**src/rtl/pinmux_sel_sequencer.sv**
```systemverilog
`default_nettype none
// ============================================================================
// Module   : pinmux_sel_sequencer
// Purpose  : Holds the pad output-select and peripheral input-select fields
//            that drive the pinmux datapath. Select changes are applied one
//            request at a time. An output-pad change from one driven source
//            to another first parks the pad in high-Z for a settle interval
//            so the pad never switches directly between two drivers.
// Ports    : clk_i           - clock
//            rst_ni          - asynchronous active-low reset
//            req_valid_i     - request present
//            req_ready_o     - block can accept a request (high in IDLE)
//            req_is_in_i     - 0: MIO output select, 1: peripheral input select
//            req_idx_i       - target field index
//            req_sel_i       - new select value
//            done_o          - one-cycle pulse, new value applied
//            err_o           - one-cycle pulse, request rejected
//            busy_o          - high whenever the FSM is not in IDLE
//            mio_out_sel_o   - pad k select at [k*SelW +: SelW]
//            periph_in_sel_o - peripheral k select at [k*SelW +: SelW]
// Revision : 1.0 - initial release
// ============================================================================
module pinmux_sel_sequencer #(
  parameter int NMioPads     = 32,
  parameter int NPeriphIn    = 32,
  parameter int NPeriphOut   = 32,
  parameter int SelW         = 6,
  parameter int SettleCycles = 4
) (
  input  logic                       clk_i,
  input  logic                       rst_ni,
  input  logic                       req_valid_i,
  output logic                       req_ready_o,
  input  logic                       req_is_in_i,
  input  logic [SelW-1:0]            req_idx_i,
  input  logic [SelW-1:0]            req_sel_i,
  output logic                       done_o,
  output logic                       err_o,
  output logic                       busy_o,
  output logic [NMioPads*SelW-1:0]   mio_out_sel_o,
  output logic [NPeriphIn*SelW-1:0]  periph_in_sel_o
);

  localparam int              CNT_W   = (SettleCycles > 1) ? $clog2(SettleCycles) : 1;
  localparam logic [SelW-1:0] SEL_HIZ = SelW'(2);

  typedef enum logic [1:0] {
    IDLE   = 2'd0,
    PARK   = 2'd1,
    SETTLE = 2'd2
  } state_t;

  state_t           state;
  logic             ready_q;
  logic             busy_q;
  logic             done_q;
  logic             err_q;
  logic [CNT_W-1:0] cnt;
  logic [SelW-1:0]  pend_idx;
  logic [SelW-1:0]  pend_sel;

  logic [SelW-1:0]  mio_sel    [NMioPads];
  logic [SelW-1:0]  periph_sel [NPeriphIn];

  // Request decode, evaluated at full width so large parameters cannot alias.
  logic [31:0]     idx32;
  logic [31:0]     sel32;
  logic            out_legal;
  logic            in_legal;
  logic [SelW-1:0] cur_out;
  logic            need_park;

  always_comb begin
    idx32     = 32'(req_idx_i);
    sel32     = 32'(req_sel_i);
    out_legal = (idx32 < NMioPads) && (sel32 <= NPeriphOut + 2);
    in_legal  = (idx32 < NPeriphIn) && (sel32 <= NMioPads + 1);
    cur_out   = SEL_HIZ;
    for (int k = 0; k < NMioPads; k++) begin
      if (idx32 == 32'(k)) cur_out = mio_sel[k];
    end
    // A park is only needed when switching between two different driven
    // sources; moves to or from high-Z, or no-op writes, go straight through.
    need_park = !((cur_out == SEL_HIZ) || (req_sel_i == SEL_HIZ) ||
                  (req_sel_i == cur_out));
  end

  always_ff @(posedge clk_i or negedge rst_ni) begin
    if (!rst_ni) begin
      state    <= IDLE;
      ready_q  <= 1'b1;
      busy_q   <= 1'b0;
      done_q   <= 1'b0;
      err_q    <= 1'b0;
      cnt      <= '0;
      pend_idx <= '0;
      pend_sel <= '0;
      for (int k = 0; k < NMioPads; k++)  mio_sel[k]    <= SEL_HIZ;
      for (int k = 0; k < NPeriphIn; k++) periph_sel[k] <= '0;
    end else begin
      done_q <= 1'b0;
      err_q  <= 1'b0;
      case (state)
        IDLE: begin
          if (req_valid_i && ready_q) begin
            if (req_is_in_i) begin
              if (in_legal) begin
                for (int k = 0; k < NPeriphIn; k++) begin
                  if (idx32 == 32'(k)) periph_sel[k] <= req_sel_i;
                end
                done_q <= 1'b1;
              end else begin
                err_q <= 1'b1;
              end
            end else if (!out_legal) begin
              err_q <= 1'b1;
            end else if (!need_park) begin
              for (int k = 0; k < NMioPads; k++) begin
                if (idx32 == 32'(k)) mio_sel[k] <= req_sel_i;
              end
              done_q <= 1'b1;
            end else begin
              for (int k = 0; k < NMioPads; k++) begin
                if (idx32 == 32'(k)) mio_sel[k] <= SEL_HIZ;
              end
              pend_idx <= req_idx_i;
              pend_sel <= req_sel_i;
              state    <= PARK;
              ready_q  <= 1'b0;
              busy_q   <= 1'b1;
            end
          end
        end

        PARK: begin
          if (SettleCycles == 1) begin
            for (int k = 0; k < NMioPads; k++) begin
              if (32'(pend_idx) == 32'(k)) mio_sel[k] <= pend_sel;
            end
            done_q  <= 1'b1;
            state   <= IDLE;
            ready_q <= 1'b1;
            busy_q  <= 1'b0;
          end else begin
            cnt   <= CNT_W'(SettleCycles - 1);
            state <= SETTLE;
          end
        end

        SETTLE: begin
          // The counter reaching zero on this edge is the apply step.
          if (cnt <= CNT_W'(1)) begin
            cnt <= '0;
            for (int k = 0; k < NMioPads; k++) begin
              if (32'(pend_idx) == 32'(k)) mio_sel[k] <= pend_sel;
            end
            done_q  <= 1'b1;
            state   <= IDLE;
            ready_q <= 1'b1;
            busy_q  <= 1'b0;
          end else begin
            cnt <= cnt - CNT_W'(1);
          end
        end

        default: begin
          state   <= IDLE;
          ready_q <= 1'b1;
          busy_q  <= 1'b0;
        end
      endcase
    end
  end

  assign req_ready_o = ready_q;
  assign busy_o      = busy_q;
  assign done_o      = done_q;
  assign err_o       = err_q;

  for (genvar k = 0; k < NMioPads; k++) begin : g_mio_pack
    assign mio_out_sel_o[k*SelW +: SelW] = mio_sel[k];
  end

  for (genvar k = 0; k < NPeriphIn; k++) begin : g_periph_pack
    assign periph_in_sel_o[k*SelW +: SelW] = periph_sel[k];
  end

endmodule
`default_nettype wire

```
**config.mk**
```make
export PLATFORM = sky130hd
export DESIGN_NAME = pinmux_sel_sequencer
export DESIGN_NICKNAME = d
export VERILOG_FILES = /design/src/rtl/pinmux_sel_sequencer.sv
export SDC_FILE = /design/constraint.sdc
export NUM_CORES = 1
export LEC_CHECK = 0
export ABC_AREA = 0
export CORE_MARGIN = 2
export CORE_UTILIZATION = 30
export DETAILED_ROUTE_END_ITERATION = 10
export SLEW_MARGIN = 40
export SYNTH_ARGS = -nofsm -noshare
export SYNTH_HDL_FRONTEND = slang
export SYNTH_SLANG_ARGS = --single-unit
```
**constraint.sdc**
```tcl
create_clock -name clk_i -period 3.8 [get_ports clk_i]
set_input_delay 0.76 -clock clk_i [delete_from_list [all_inputs] [get_ports clk_i]]
set_output_delay 0.76 -clock clk_i [all_outputs]
set_load 0.03 [all_outputs]
```
Yosys cells after proc, flatten, opt, wreduce, memory -nomap -nowiden --
Index checks and enable logic that the tools add are counted.
Word-level totals: register bits after elaboration 404, input port bits 16, output and inout port bits 388, word-level logic and storage cells 460
Cells by class: add/sub/neg operators 1, order comparisons 4, eq/ne operators 136, muxes and demuxes 166, bitwise logic cells 3, reduce and logical (&&, ||, !) cells 78
Operator list (count):
- $mux 192 | 5
- $mux 6 | 128
- $pmux 192 s2 | 1
- $reduce_and 7->1 | 32
- $eq 6x5->1 const B | 32
- $reduce_and 5->1 | 34
- $ne 2x2->1 const B | 69
- $eq 6x4->1 const B | 16
- $eq 6x3->1 const B | 8
- $eq 6x2->1 const B | 6
- $logic_not 32->1 | 1
- $mux 1 | 21
- $eq 6x1->1 const B | 2
- $le 6x6->1 const B | 2
- $logic_not 6->1 | 2
- $mux 2 | 6
- $eq 6x6->1 | 1
- $lt 6x6->1 const B | 1
- $pmux 1 s3 | 2
- $pmux 2 s3 | 1
- $reduce_and 6->1 | 1
- $pmux 2 s2 | 1
- $reduce_bool 2->1 | 2
- $logic_and 1x1->1 | 3
- other kinds (8) | 11

Longest topological paths before layout --
depth in word-level cells 41, mapped depth 15, mapped depth without buffers 10

Least setup slack after synthesis --
Ideal clock, no wire load.
path type input to register, start point input port req_idx_i[4], end point register pend_idx[0], setup time 0.128 ns, arrival time 3.547 ns, required time 3.672 ns, setup slack 0.125 ns, stages on the path 14, path buffers 5, path through buf_2 -> buf_2 -> nor4bb_1 -> clkbuf_1 -> buf_2 -> nand3_1 -> a32oi_1 -> o311ai_2 -> xor2_1 -> nand4_1 -> o31a_4 -> nand2_2 -> buf_4 -> mux2_1
On the way: longest elaborated chain between the ends 38, elaborated cells on any way between the ends 72, those cells by class order compare (1); eq/ne (33); mux (32); bitwise (1); reduce/logical (5)
RTL lines:
- start, declared | line 35 | input logic [SelW-1:0] req_idx_i,
- $logic_not 6->1 | line 80 | if (idx32 == 32'(k)) cur_out = mio_sel[k];
- $mux 6 (32 in a row) | line 80
- $eq 6x2->1 | line 84 | need_park = !((cur_out == SEL_HIZ) || (req_sel_i == SEL_HIZ) ||
- $logic_or 1x1->1 (2 in a row) | line 84
- $not 1->1 (no source line)
- $reduce_and 5->1 (no source line) (*)
- end signal, assigned | line 126 | pend_idx <= req_idx_i;
- end, declared | line 59 | logic [SelW-1:0] pend_idx;
Mark *: on every way between the ends. The rest lies on a longest branch, timed or not. A chain may end at the register's enable or synchronous reset.

Worst setup path in the final report --
start point input port req_idx_i[3], end point register mio_sel (netlist bit mio_out_sel_o[58])
On the way: longest elaborated chain between the ends 41, elaborated cells on any way between the ends 78, those cells by class order compare (1); eq/ne (35); mux (37); reduce/logical (5)
RTL lines:
- $logic_not 6->1 | line 80
- $mux 6 (32 in a row) | line 80
- $eq 6x2->1 | line 84
- $logic_or 1x1->1 (2 in a row) | line 84
- $mux 192 | line 117 | end else if (!need_park) begin
- $mux 192 | line 115 | end else if (!out_legal) begin
- $mux 192 | line 106 | if (req_is_in_i) begin
- $mux 192 | line 105 | if (req_valid_i && ready_q) begin
- $pmux 192 s2 | line 103 | case (state)
- end signal, assigned by index | line 119 | if (idx32 == 32'(k)) mio_sel[k] <= req_sel_i;
- end signal, assigned by index | line 138 | if (32'(pend_idx) == 32'(k)) mio_sel[k] <= pend_sel;
- end signal, assigned by index | line 155 | if (32'(pend_idx) == 32'(k)) mio_sel[k] <= pend_sel;
- end, declared | line 62 | logic [SelW-1:0] mio_sel [NMioPads];
Several ways; a longest one is shown, not always the timed one. The select of a mux whose other input is x is not followed.

==> flow_summary.json <==
{
  "die_x_um": 255.0,
  "area_delta_synth_final_pct": 46.81,
  "synth_edf_count": 0,
  "synth.most_common_cell": "dfrtp_1",
  "synth_flop_cell": "dfrtp_1",
  "core_area_um2": 61940,
  "critical_path.slowest_cell": "or4b_4",
  "io_pins": 404,
  "rows": 91,
  "setup_ws_ns": 0.08087,
  "fin_util_pct": 44.78,
  "ff2ff_path_depth": 12,
  "ant_nets": 0,
  "critPathMaxFanout": 13,
  "ir_worst_vdd_mv": 0.3299,
  "first_pass_iters": 8,
  "synth_area_leader_cell": "dfrtp_1",
  "ys_ff_latch": 404,
  "clk_latency_ns": 0.60,
  "cts_tree": "done",
  "start_kind": "input port",
  "syn_avg_cell_area_um2": 12.22,
  "powerDensity_nw_per_um2": 731.2,
  "syn_nets": 1566,
  "post_drt_via_cell_ratio": 5.149,
  "required_ns": 4.32,
  "reg2reg_slack_ns": 0.36,
  "timing.rr.start": "mio_out_sel_o[6]",
  "die_area_um2": 65000,
  "tightest_slew_ns": 0.7265,
  "skew_ns": 0.02981,
  "overflow": 0,
  "htreeDepth": 2,
  "grt_pass1_wl_um": 110300,
  "cts_made_buffers": 47,
  "grt_max_degree": 96,
  "cap_violations": 0,
  "hold_path_class": "input port to asynchronous set/reset pin",
  "gp_congestion": 0.9231,
  "layout.nets": 2186,
  "cp.arrival_ns": 4.24,
  "wl_met3_um": 5775,
  "synth_cells": 1546,
  "synthTopCellsByCount": "dfrtp_1 (371), mux2_2 (334), nor2_1 (123)",
  "ys_types": 88,
  "crit_type": "input port to register",
  "yosys_warnings": 0,
  "wl_per_cell_um": 25.00,
  "route.met2.wl_um": 35550,
  "async_reset_ff_share_pct": 100.0,
  "path_common_cell": "buf_4",
  "max_clock_freq_mhz": 268.9,
  "finalCriticalPeriod_ns": 3.719,
  "antenna_found_initial": 2,
  "post-place-cells": 2933,
  "dp_slack_ns": -0.8300,
  "grt_pass1_vias": 16230,
  "layout-drive-gt1-share_pct": 36.76,
  "cp-end-kind": "register",
  "slew_headroom_pct": 51.12,
  "syn_area_um2": 18890,
  "rr_endpoint": "mio_out_sel_o[58]",
  "final_cell_count_no_fill": 3038,
  "power_leakage_nw": 12.20,
  "slew_viol_final": 0,
  "wirelength_um": 75940,
  "route.top_layer_used": "met5",
  "synth-seq-area-share_pct": 53.73,
  "nFillCells": 5796,
  "setup_viol": 0,
  "fp.dieH_um": 255.0,
  "final_hold_viol_count": 0,
  "yosysTopAreaCellShare_pct": 49.14,
  "drt-met1-wl_um": 32830,
  "drtIter0Drc": 1287,
  "cts.clk_slew.worst_paths_ns": 0.07,
  "cts.path.max_buffers": 3,
  "total_power_mw": 20.28,
  "cts_hold_buf": 0,
  "place_hpwl_um": 55140,
  "clock-sinks": 404,
  "crit_chain": "clkbuf_2, bufbuf_16, or4b_4, buf_4, a21oi_1, a32oi_1, nand3_1, o211ai_1, buf_4, buf_4, mux2i_1, nand4_1, o31a_4, o21ai_4, buf_6, bufbuf_16, mux2_2",
  "status": "finished clean",
  "fin_crit_sh_pct": 97.87,
  "root_buffer": "clkbuf_16",
  "route.detailed.drc": 0,
  "gr-usage-all-layers_pct": 22.94,
  "port_buffers": 403,
  "start_util_pct": 30.50,
  "synth.area.top_cells": "dfrtp_1 (49%), mux2_2 (20%), dfstp_2 (4.6%), a21oi_1 (2.7%), nor2_1 (2.4%)",
  "antennaDiodeCount": 0,
  "slowest_delay_ns": 0.49,
  "vias": 15640
}
-- worst max-delay path by stage --
| stage | from | end | slack (ns) | depth (start not counted) |
|---|---|---|---|---|
| 6_report | req_idx_i[3] | mio_out_sel_o[58] | 0.08 | 17 |
| 5_1_grt | req_idx_i[3] | mio_out_sel_o[46] | -0.03 | 17 |
| 4_1_cts | req_idx_i[2] | mio_out_sel_o[58] | 0.0004 | 15 |
| 3_5_place_dp | req_idx_i[2] | pend_idx[2] | -0.83 | 16 |
| 3_3_place_gp | req_idx_i[2] | pend_idx[4] | -0.81 | 16 |
| 2_1_floorplan | req_idx_i[4] | pend_idx[0] | 0.13 | 14 |
-- worst max-delay path: cells and delay by family --
family	cells	cell delay (ns)
multiplexers	2	0.30
AO/OA/AOI/OAI	5	1.01
buffers and inverters	7	1.37
AND/OR/NAND/NOR	3	0.80
-- sequential cells by signal, summed over array words and instances, names as in the netlist --
register,flops
done_o,1
periph_in_sel_o,192
pend_idx,6
state,2
cnt,2
busy_o,1
err_o,1
mio_out_sel_o,192
pend_sel,6
req_ready_o,1
-- placed cells by master (no fill, tap or decap), drive strengths merged, types with 23 or more instances in the layout --
cell type      netlist  layout
a21oi              102     102
a221oi              33      33
nor2               123     123
nand3               23      23
mux2i               25      25
clkdlybuf4s50        0     390
mux2               346     346
nand2              107     107
buf                 61     283
dfstp               33      33
o21ai               35      35
dfrtp              371     371
clkbuf              51      70
-- area by class of cell --
| class | instances | area [µm²] | area share, % |
|---|---|---|---|
| Timing Repair Buffer | 683 | 6514 | 23.48 |
| Clock inverter | 19 | 311.5 | 1.123 |
| Inverter | 12 | 45.04 | 0.1624 |
| Sequential cell | 404 | 10150 | 36.60 |
| Multi-Input combinational cell | 1018 | 8344 | 30.08 |
| Clock buffer | 65 | 1324 | 4.773 |
| Tap cell | 837 | 1047 | 3.776 |
-- through the flow --
| stage | instance area, µm² | setup TNS [ns] | hold WS (ns) |
|---|---|---|---|
| floorplan | 18890 | 0 | 0.4564 |
| global placement | 25610 | -143.27 | 0.4694 |
| detailed placement | 25610 | -145.91 | 0.4737 |
| CTS | 27590 | 0 | 0.2443 |
| global route | 27740 | -0.2618 | 0.05149 |
| finish | 27740 | 0 | 0.05932 |
-- metal layers --
metal	vias up	global-route usage (%)
met1	8053	30.48
met4	4	6.065
met5	-	0
met2	589	37.37
li1	6888	-
met3	109	5.644
-- timing repair --
item / in CTS / in global routing
gates cloned: 6 / 1
endpoints found under the hold margin: 0 / 0
setup buffers: 9 / 4
pin swaps: 5 / 6
endpoints found under the setup margin: 204 / 205
gates resized for setup: 25 / 19
-- power breakdown --
| part | switching, mW | internal, mW | total, mW |
|---|---|---|---|
| combinational | 4.95 | 3.63 | 8.58 |
| sequential | 1.29 | 5.55 | 6.84 |
| clock | 1.89 | 2.98 | 4.86 |
| total | 8.12 | 12.2 | 20.3 |
-- logic make-up (layout without fill, tap and decap cells) --
kind of cell	count (synthesis)	in the layout	share of synthesized area (%)
AOI/OAI and AO/OA	282	282	10.90
xor gates and xnor gates	4	4	0.1855
adders and majority gates	4	4	0.2649
buffers and inverters	124	779	3.113
DFF	404	404	53.73
muxes	378	378	22.78
and+or+nand+nor	350	350	9.027
(Power assumes the default switching activity.)
